===== config.mk =====
export PLATFORM = sky130hd
export DESIGN_NAME = piso_serializer
export DESIGN_NICKNAME = d
export VERILOG_FILES = /design/src/rtl/piso_serializer.sv
export SDC_FILE = /design/constraint.sdc
export NUM_CORES = 1
export LEC_CHECK = 0
export CAP_MARGIN = 40
export CORE_MARGIN = 2
export CORE_UTILIZATION = 30
export CTS_CLUSTER_DIAMETER = 120
export DETAILED_ROUTE_END_ITERATION = 8
export PLACE_DENSITY = 0.62
export SLEW_MARGIN = 20
export SYNTH_ARGS = -nofsm -noshare
export SYNTH_HDL_FRONTEND = slang
export SYNTH_SLANG_ARGS = --single-unit

===== constraint.sdc =====
create_clock -name clk -period 1.4 [get_ports clk]
set_input_delay 0.21 -clock clk [delete_from_list [all_inputs] [get_ports clk]]
set_output_delay 0.21 -clock clk [all_outputs]
set_load 0.1 [all_outputs]

===== src/rtl/piso_serializer.sv =====
// -----------------------------------------------------------------------------
// piso_serializer
//   Parallel-in / serial-out transmitter. A WIDTH-bit word is taken over a
//   valid/ready handshake and shifted out LSB first, one bit per clock, so a
//   downstream shift register that enters data at its MSB ends up holding the
//   word with bit 0 at q[0]. Optional GAP idle cycles follow every word.
//
// Parameters
//   WIDTH      word length in bits (2..32)
//   GAP        idle cycles after each word, sd_en=0 (0..15)
//
// Ports
//   clk        in   rising-edge clock
//   reset      in   asynchronous, active-low; clears all state
//   in_data    in   parallel word, sampled only on the transfer edge
//   in_valid   in   upstream has a word
//   in_ready   out  block can accept a word this cycle (combinational)
//   sd         out  serial data bit, registered
//   sd_en      out  sd carries a valid bit this cycle, registered
//   word_done  out  1-cycle pulse with the last bit (bit WIDTH-1), registered
//   busy       out  word in flight (SHIFT or GAP), registered
// -----------------------------------------------------------------------------
module piso_serializer #(
  parameter int WIDTH = 5,
  parameter int GAP   = 0
) (
  input  logic             clk,
  input  logic             reset,
  input  logic [WIDTH-1:0] in_data,
  input  logic             in_valid,
  output logic             in_ready,
  output logic             sd,
  output logic             sd_en,
  output logic             word_done,
  output logic             busy
);

  localparam int            CW       = (WIDTH > 1) ? $clog2(WIDTH) : 1;
  localparam logic [CW-1:0] LAST_BIT = CW'(WIDTH - 1);
  localparam logic [3:0]    GAP_LAST = 4'((GAP > 0) ? (GAP - 1) : 0);

  typedef enum logic [1:0] {
    S_IDLE  = 2'd0,
    S_SHIFT = 2'd1,
    S_GAP   = 2'd2
  } state_t;

  state_t           r_state;
  state_t           w_state_nxt;
  logic [WIDTH-1:0] r_shreg;
  logic [WIDTH-1:0] w_shreg_nxt;
  logic [CW-1:0]    r_cnt;
  logic [CW-1:0]    w_cnt_nxt;
  logic [3:0]       r_gap_cnt;
  logic [3:0]       w_gap_cnt_nxt;
  logic             r_alive;
  logic             r_sd_en;
  logic             r_word_done;
  logic             r_busy;
  logic             w_last_bit;
  logic             w_xfer;

  // The bit currently on sd is presented in the last SHIFT cycle.
  assign w_last_bit = (r_state == S_SHIFT) && (r_cnt == LAST_BIT);

  // r_alive keeps in_ready low while reset is held and for the release cycle,
  // so a word offered during reset is never taken.
  assign in_ready = r_alive &&
                    ((r_state == S_IDLE) || (w_last_bit && (GAP == 0)));
  assign w_xfer   = in_valid && in_ready;

  // sd is the LSB of the shift register; zero-fill makes it 0 once a word
  // has drained, which is exactly the IDLE/GAP value.
  assign sd        = r_shreg[0];
  assign sd_en     = r_sd_en;
  assign word_done = r_word_done;
  assign busy      = r_busy;

  // NOTE: every signal driven here gets a default first, so no path can
  // leave one unassigned and infer a latch.
  always_comb begin
    w_state_nxt   = r_state;
    w_shreg_nxt   = r_shreg;
    w_cnt_nxt     = r_cnt;
    w_gap_cnt_nxt = r_gap_cnt;

    unique case (r_state)
      S_IDLE: begin
        if (w_xfer) begin
          w_state_nxt = S_SHIFT;
          w_shreg_nxt = in_data;
          w_cnt_nxt   = '0;
        end
      end

      S_SHIFT: begin
        w_shreg_nxt = r_shreg >> 1;
        w_cnt_nxt   = r_cnt + 1'b1;
        if (w_last_bit) begin
          if (w_xfer) begin
            // Back-to-back word: bit 0 follows the last bit with no bubble.
            w_shreg_nxt = in_data;
            w_cnt_nxt   = '0;
          end else if (GAP > 0) begin
            w_state_nxt   = S_GAP;
            w_cnt_nxt     = '0;
            w_gap_cnt_nxt = '0;
          end else begin
            w_state_nxt = S_IDLE;
            w_cnt_nxt   = '0;
          end
        end
      end

      S_GAP: begin
        if (r_gap_cnt == GAP_LAST) begin
          w_state_nxt   = S_IDLE;
          w_gap_cnt_nxt = '0;
        end else begin
          w_gap_cnt_nxt = r_gap_cnt + 1'b1;
        end
      end

      default: begin
        w_state_nxt   = S_IDLE;
        w_shreg_nxt   = '0;
        w_cnt_nxt     = '0;
        w_gap_cnt_nxt = '0;
      end
    endcase
  end

  // NOTE: state is updated with non-blocking assignments so every flop samples
  // the pre-edge values, independent of statement order.
  always_ff @(posedge clk or negedge reset) begin
    if (!reset) begin
      r_state   <= S_IDLE;
      r_shreg   <= '0;
      r_cnt     <= '0;
      r_gap_cnt <= '0;
      r_alive   <= 1'b0;
    end else begin
      r_state   <= w_state_nxt;
      r_shreg   <= w_shreg_nxt;
      r_cnt     <= w_cnt_nxt;
      r_gap_cnt <= w_gap_cnt_nxt;
      r_alive   <= 1'b1;
    end
  end

  // Status outputs are registered from the next-state view so they line up
  // with the bit that sd presents in the same cycle.
  always_ff @(posedge clk or negedge reset) begin
    if (!reset) begin
      r_sd_en     <= 1'b0;
      r_word_done <= 1'b0;
      r_busy      <= 1'b0;
    end else begin
      r_sd_en     <= (w_state_nxt == S_SHIFT);
      r_word_done <= (w_state_nxt == S_SHIFT) && (w_cnt_nxt == LAST_BIT);
      r_busy      <= (w_state_nxt != S_IDLE);
    end
  end

endmodule


Yosys cells after proc, flatten, opt, wreduce, memory -nomap -nowiden

Index checks and enable logic that the tools add are counted.

Register bits: 18
Latch bits: 0
Memory bits (writable): 0
Memory bits (read-only): 0
Memories kept: 0

Add/sub/neg operators: 2
Multiply operators: 0
Div/mod/pow operators: 0
$lt $le $gt $ge: 0
Equality and inequality tests: 6
Shifts and indexed selects: 0
Multiplexer cells: 14
Bitwise logic cells: 1
Reduce and logical (&&, ||, !) cells: 10

Operator list:

| operator                                             | number |
|---|---|
| 2-to-1 mux 5 bit                                     | 3 |
| one-hot mux 5 bit (3 select lines)                   | 1 |
| one-hot mux 3 bit (3 select lines)                   | 1 |
| 2-to-1 mux 2 bit                                     | 4 |
| one-hot mux 4 bit (2 select lines)                   | 1 |
| equality test 3 bit (second input constant)          | 2 |
| 2-to-1 mux 3 bit                                     | 2 |
| one-hot mux 2 bit (3 select lines)                   | 1 |
| adder 4 x 1 -> 4 bit (second input constant)         | 1 |
| equality test 2 x 1 -> 1 bit (second input constant) | 2 |
| logical AND 1 bit                                    | 4 |
| logical NOT 4 bit                                    | 1 |
| 2-to-1 mux 4 bit                                     | 1 |
| adder 3 x 1 -> 3 bit (second input constant)         | 1 |
| equality test 2 bit (second input constant)          | 1 |
| logical NOT 2 bit                                    | 1 |
| != test 2 bit (second input constant)                | 1 |
| AND reduction 2 bit                                  | 1 |
| nonzero test 2 bit                                   | 1 |
| OR reduction 2 bit                                   | 1 |
| logical OR 1 bit                                     | 1 |
| inverter 1 bit                                       | 1 |

Depth between registers and ports, before layout

Depth in word-level cells: 10
Mapped depth: 5
Depth with buffers taken out: 5

Worst setup path after synthesis

OpenSTA, ideal clock, no wires.

Kind: reg-to-output
Start point: register r_cnt[0]
End point: output port in_ready
Data arrival time: 1.601 ns
Data required time: 1.190 ns
Slack: -0.411 ns
Stages on the path, launching flop included: 5
Path through: dfrtp_1 > inv_1 > ha_1 > a21bo_2 > and3_1

Cells in the longest elaborated chain, start to end: 4

RTL lines:

| element                  | RTL line | text |
|---|---|---|
| start: declaration       | 52       | `logic [CW-1:0] r_cnt;` |
| start signal: assignment | 145      | `r_cnt <= w_cnt_nxt;` |
| equality test 3 bit      | 64       | `assign w_last_bit = (r_state == S_SHIFT) && (r_cnt == LAST_BIT);` |
| logical AND 1 bit        | 64       |  |
| logical OR 1 bit         | 69       | `((r_state == S_IDLE) \|\| (w_last_bit && (GAP == 0)));` |
| logical AND 1 bit        | 68       | `assign in_ready = r_alive &&` |
| end: declaration         | 31       | `output logic in_ready,` |

Every way passes these cells.

Final worst setup path

Ends and elaborated chain as after synthesis.

==> out/summary.md <==
The logs give 3330 um2 for the die footprint and 79 for the number of instances in the synthesized netlist. The number of setup violations in the final report was 5. Of the total power, the clock network draws 11.0%. Across the VDD grid, the largest voltage drop is 1250 uV. After global routing, the most crowded layer is met2. Counting I/O delays and the setup requirement, the final critical path takes 1.63 ns.

Of the synthesized area, sequential elements account for 52.0%. The number of warnings issued by yosys is 0, and the per-cell via count in the routed design is 4.84. The tools report the startpoint kind of the worst setup timing path as a register.

The average cell area after synthesis was 11.0 um2; the number of global-route vias before repair was 653. For the number of standard-cell rows in the floorplan, the log shows 19. The pin count of the biggest net entering global routing came out at 19. The share of total power dissipated in sequential elements is 27.1%.

Setup repair after global routing could not meet its margin everywhere. Measured along the y axis, the die boundary spans 57.7 um. Once detailed placement completed, the half-perimeter wirelength came to 1190 um. The routed length per instance is 12.2 um, and the total core area is 2760 um2. The number of antenna violations at the first check in global routing came out at 0. The met1 usage was 14.4%; the count of hold-fix buffers inserted at cts was 0. The number of ports placed on the die boundary is 13, and the leakage power is 0.639 nW.

Ranked by total cell area, the synthesized netlist is headed by dfrtp_1 52%, ha_1 5.8%, inv_1 4.3%. Global routing used 1.79% of the available met3 tracks. The total nets after synthesis is 91, and the internal power summed over all cells is 1.70 mW. For this configuration, the core starts out at a cell density of 31.4%. Along the worst path, the maximum fanout reaches 2. The final worst slack was -0.226 ns; the fraction of layout instances using a drive strength above 1 was 38.7%. After clock tree synthesis, the clock-pin slew on the worst setup and hold paths is 0.10 ns. Remaining antenna violation count: 0.

The number of buffers added by the clock tree synthesis step came out at 3. Data arrives at the worst endpoint at 1.42 ns. Data required time at the worst endpoint: 1.19 ns. In the global route stage, overall resource usage came out at 11.1%.

The first global-routing pass estimated 2820 um of wire. Per report_power, the combinational group accounts for 61.8% of the total. The number of max-cap violations is 0, and the total via count after detailed routing is 687. TritonCTS built the clock tree. CTS sink count: 18. The dominant register cell in the synthesized netlist is dfrtp_1. The tools report the kind of end point of the critical path as an output port. Number of filler instances in the final layout: 253. For the depth of the CTS H-tree, the log shows 1. The number of max-slew violations in the final report is 0, and the length of the first detailed-routing pass in iterations is 4. dfrtp_1 takes more of the synthesized area than any other cell. The count of buffers added on input and output ports is 12. Compared with the post-synthesis result, the final layout area differs by 53.9%.

Measured along the x axis, the die boundary spans 57.7 um. Synthesis instantiated 31 different standard cells from the library. The power density normalized to cell area is 2210 nW/um2. The path category of the worst min-delay check is in -> async. Derived from the worst setup path, the maximum achievable clock frequency is 0.615 GHz. The clock arrives with 0.00428 ns of skew. The final count of hold timing violations was 0.

The register bit total from synthesis was 18. Global routing consumed, on the met2 layer, 17.0% of the routing resources. In the synthesized netlist the async set-or-reset flop fraction comes to 100%. The checks that failed: negative setup slack. The tools report the DRC violation count after routing as 0. The later pin in the worst-skew pair is clocked with a latency of 0.30 ns.

The critical path is of the reg -> out type. The total overflow left after global routing is 0. The post-route fraction of the period consumed by the critical path is 116%. The final layout contains routed wiring with a total length of 1730 um. Summed over its instances, the top area cell type makes up 52.0% of the synthesized netlist area.

The run gives 0.822 as the final weighted congestion in routability-driven placement. The flow ran to the end, but the final reports show violations. Counting flops with a built-in enable in the synthesized netlist gives 0.

For this design the total switching power over the nets is 1.24 mW. The post-layout net count is 124, and the switching portion of total power is 42.3%. The logs give 48.3% for the final standard cell utilization of the core and 0.229 ns for the worst slack on hold paths. The root buffer selected by CTS is clkbuf_4.

The cell area after synthesis was 866 um2; the DRC marker count from the first detailed-route iteration was 17. For the maximum buffer depth of the clock tree, the log shows 2. The repair_antennas step left the layout with diodes totalling 0.
==> power by group through the flow <==
stage | registers [mW] | logic, mW | clock network, mW
2_1_floorplan | 1.15 | 0.573 | 0
3_3_place_gp | 0.798 | 1.44 | 0
3_5_place_dp | 0.806 | 1.45 | 0
4_1_cts | 0.790 | 1.59 | 0.331
5_1_grt | 0.814 | 1.92 | 0.358
6_report | 0.798 | 1.82 | 0.324
==> per-stage QoR <==
stage	TNS (ns)	std cells	power (mW)	instance area [um2]	setup WS, ns
floorplan	0	79	1.72	886	0.0169
global placement	-0.00667	131	2.23	1160	-0.00383
detailed placement	-0.0595	131	2.25	1160	-0.0212
CTS	-0.388	139	2.71	1250	-0.227
global route	-1.19	142	3.09	1330	-0.279
finish	-0.740	142	2.94	1330	-0.226
==> routing by layer <==
| metal | up-vias | share of wire, % | wire, um |
|---|---|---|---|
| li1 | 339 | - | - |
| met2 | 14 | 44 | 766 |
| met5 | - | 0 | 0 |
| met3 | 4 | 3.3 | 57 |
| met4 | 0 | 2.0 | 35 |
| met1 | 330 | 50 | 873 |
==> sequential cells by signal, summed over array words and instances (netlist names) <==
register / flops
busy: 1
r_alive: 1
r_cnt: 3
r_gap_cnt: 4
r_shreg: 5
r_state: 2
sd_en: 1
word_done: 1
==> synth_stat cells, types with 2 or more instances <==
master and count:
a22o_1 3, dfrtp_1 18, ha_1 4, inv_1 10
mux2_2 3, mux2i_1 2, nand2_1 6, nand3_1 5
o21ai_0 5, o31ai_1 2
==> final timing paths <==
path | depth (start not counted) | startpoint | to | slack [ns]
setup / recovery | 5 | r_cnt[0]$_DFF_PN0_ | in_ready | -0.23
hold / removal | 2 | reset | r_shreg[3]$_DFFE_PN0P_ | 0.23
setup reg to reg | 7 | r_cnt[0]$_DFF_PN0_ | word_done$_DFF_PN0_ | -0.13
hold reg to reg | 2 | r_shreg[4]$_DFFE_PN0P_ | r_shreg[4]$_DFFE_PN0P_ | 0.53
max in group asynchronous | 2 | reset | r_shreg[0]$_DFFE_PN0P_ | 0.96
min in group clk | 3 | in_data[3] | r_shreg[3]$_DFFE_PN0P_ | 0.45
==> cells by family (layout without fill, tap and decap cells) <==
kind of cell / count (synthesis) / in the layout / share of synthesized area [%]
fa+ha+maj: 4 / 4 / 5.78
simple gates: 19 / 19 / 12.1
compound gates: 20 / 20 / 18.1
flops: 18 / 18 / 52.0
other cells: 1 / 1 / 0.433
mux: 5 / 5 / 6.21
buf+inv: 12 / 44 / 5.35
==> worst max-delay path: stages, from the launching register on <==
cell     delay (ns)
dfrtp_1        0.38
inv_2          0.06
ha_4           0.16
a21bo_4        0.21
and3_4         0.15
buf_12         0.16
==> layout make-up <==
type | count | area, um2 | share of cell area [%]
Timing Repair Buffer | 29 | 302 | 22.6
Tap cell | 31 | 38.8 | 2.91
Inverter | 11 | 41.3 | 3.10
Multi-Input combinational cell | 49 | 463 | 34.7
Sequential cell | 18 | 452 | 33.9
Clock buffer | 4 | 36.3 | 2.72
==> repair_timing <==
action | CTS | global route
buffers inserted | 4 | 4
resized for setup | 5 | 10
pin swaps | 3 | 7
endpoints found under the setup margin | 1 | 11
==> cell usage in the layout (no fill, tap or decap), types with 2 or more instances in the layout <==
cell             Yosys  layout
inv_1               10       9
o21ai_0              5       5
clkbuf_4             0       3
mux2i_1              2       2
mux2_4               0       3
ha_4                 0       2
buf_12               0       5
inv_2                1       2
dfrtp_1             18      17
buf_4                0      16
nand3_1              5       5
a22o_1               3       3
o31ai_1              2       2
nand2_1              6       6
ha_1                 4       2
clkdlybuf4s50_1      0       7
(Power assumes the default switching activity.)
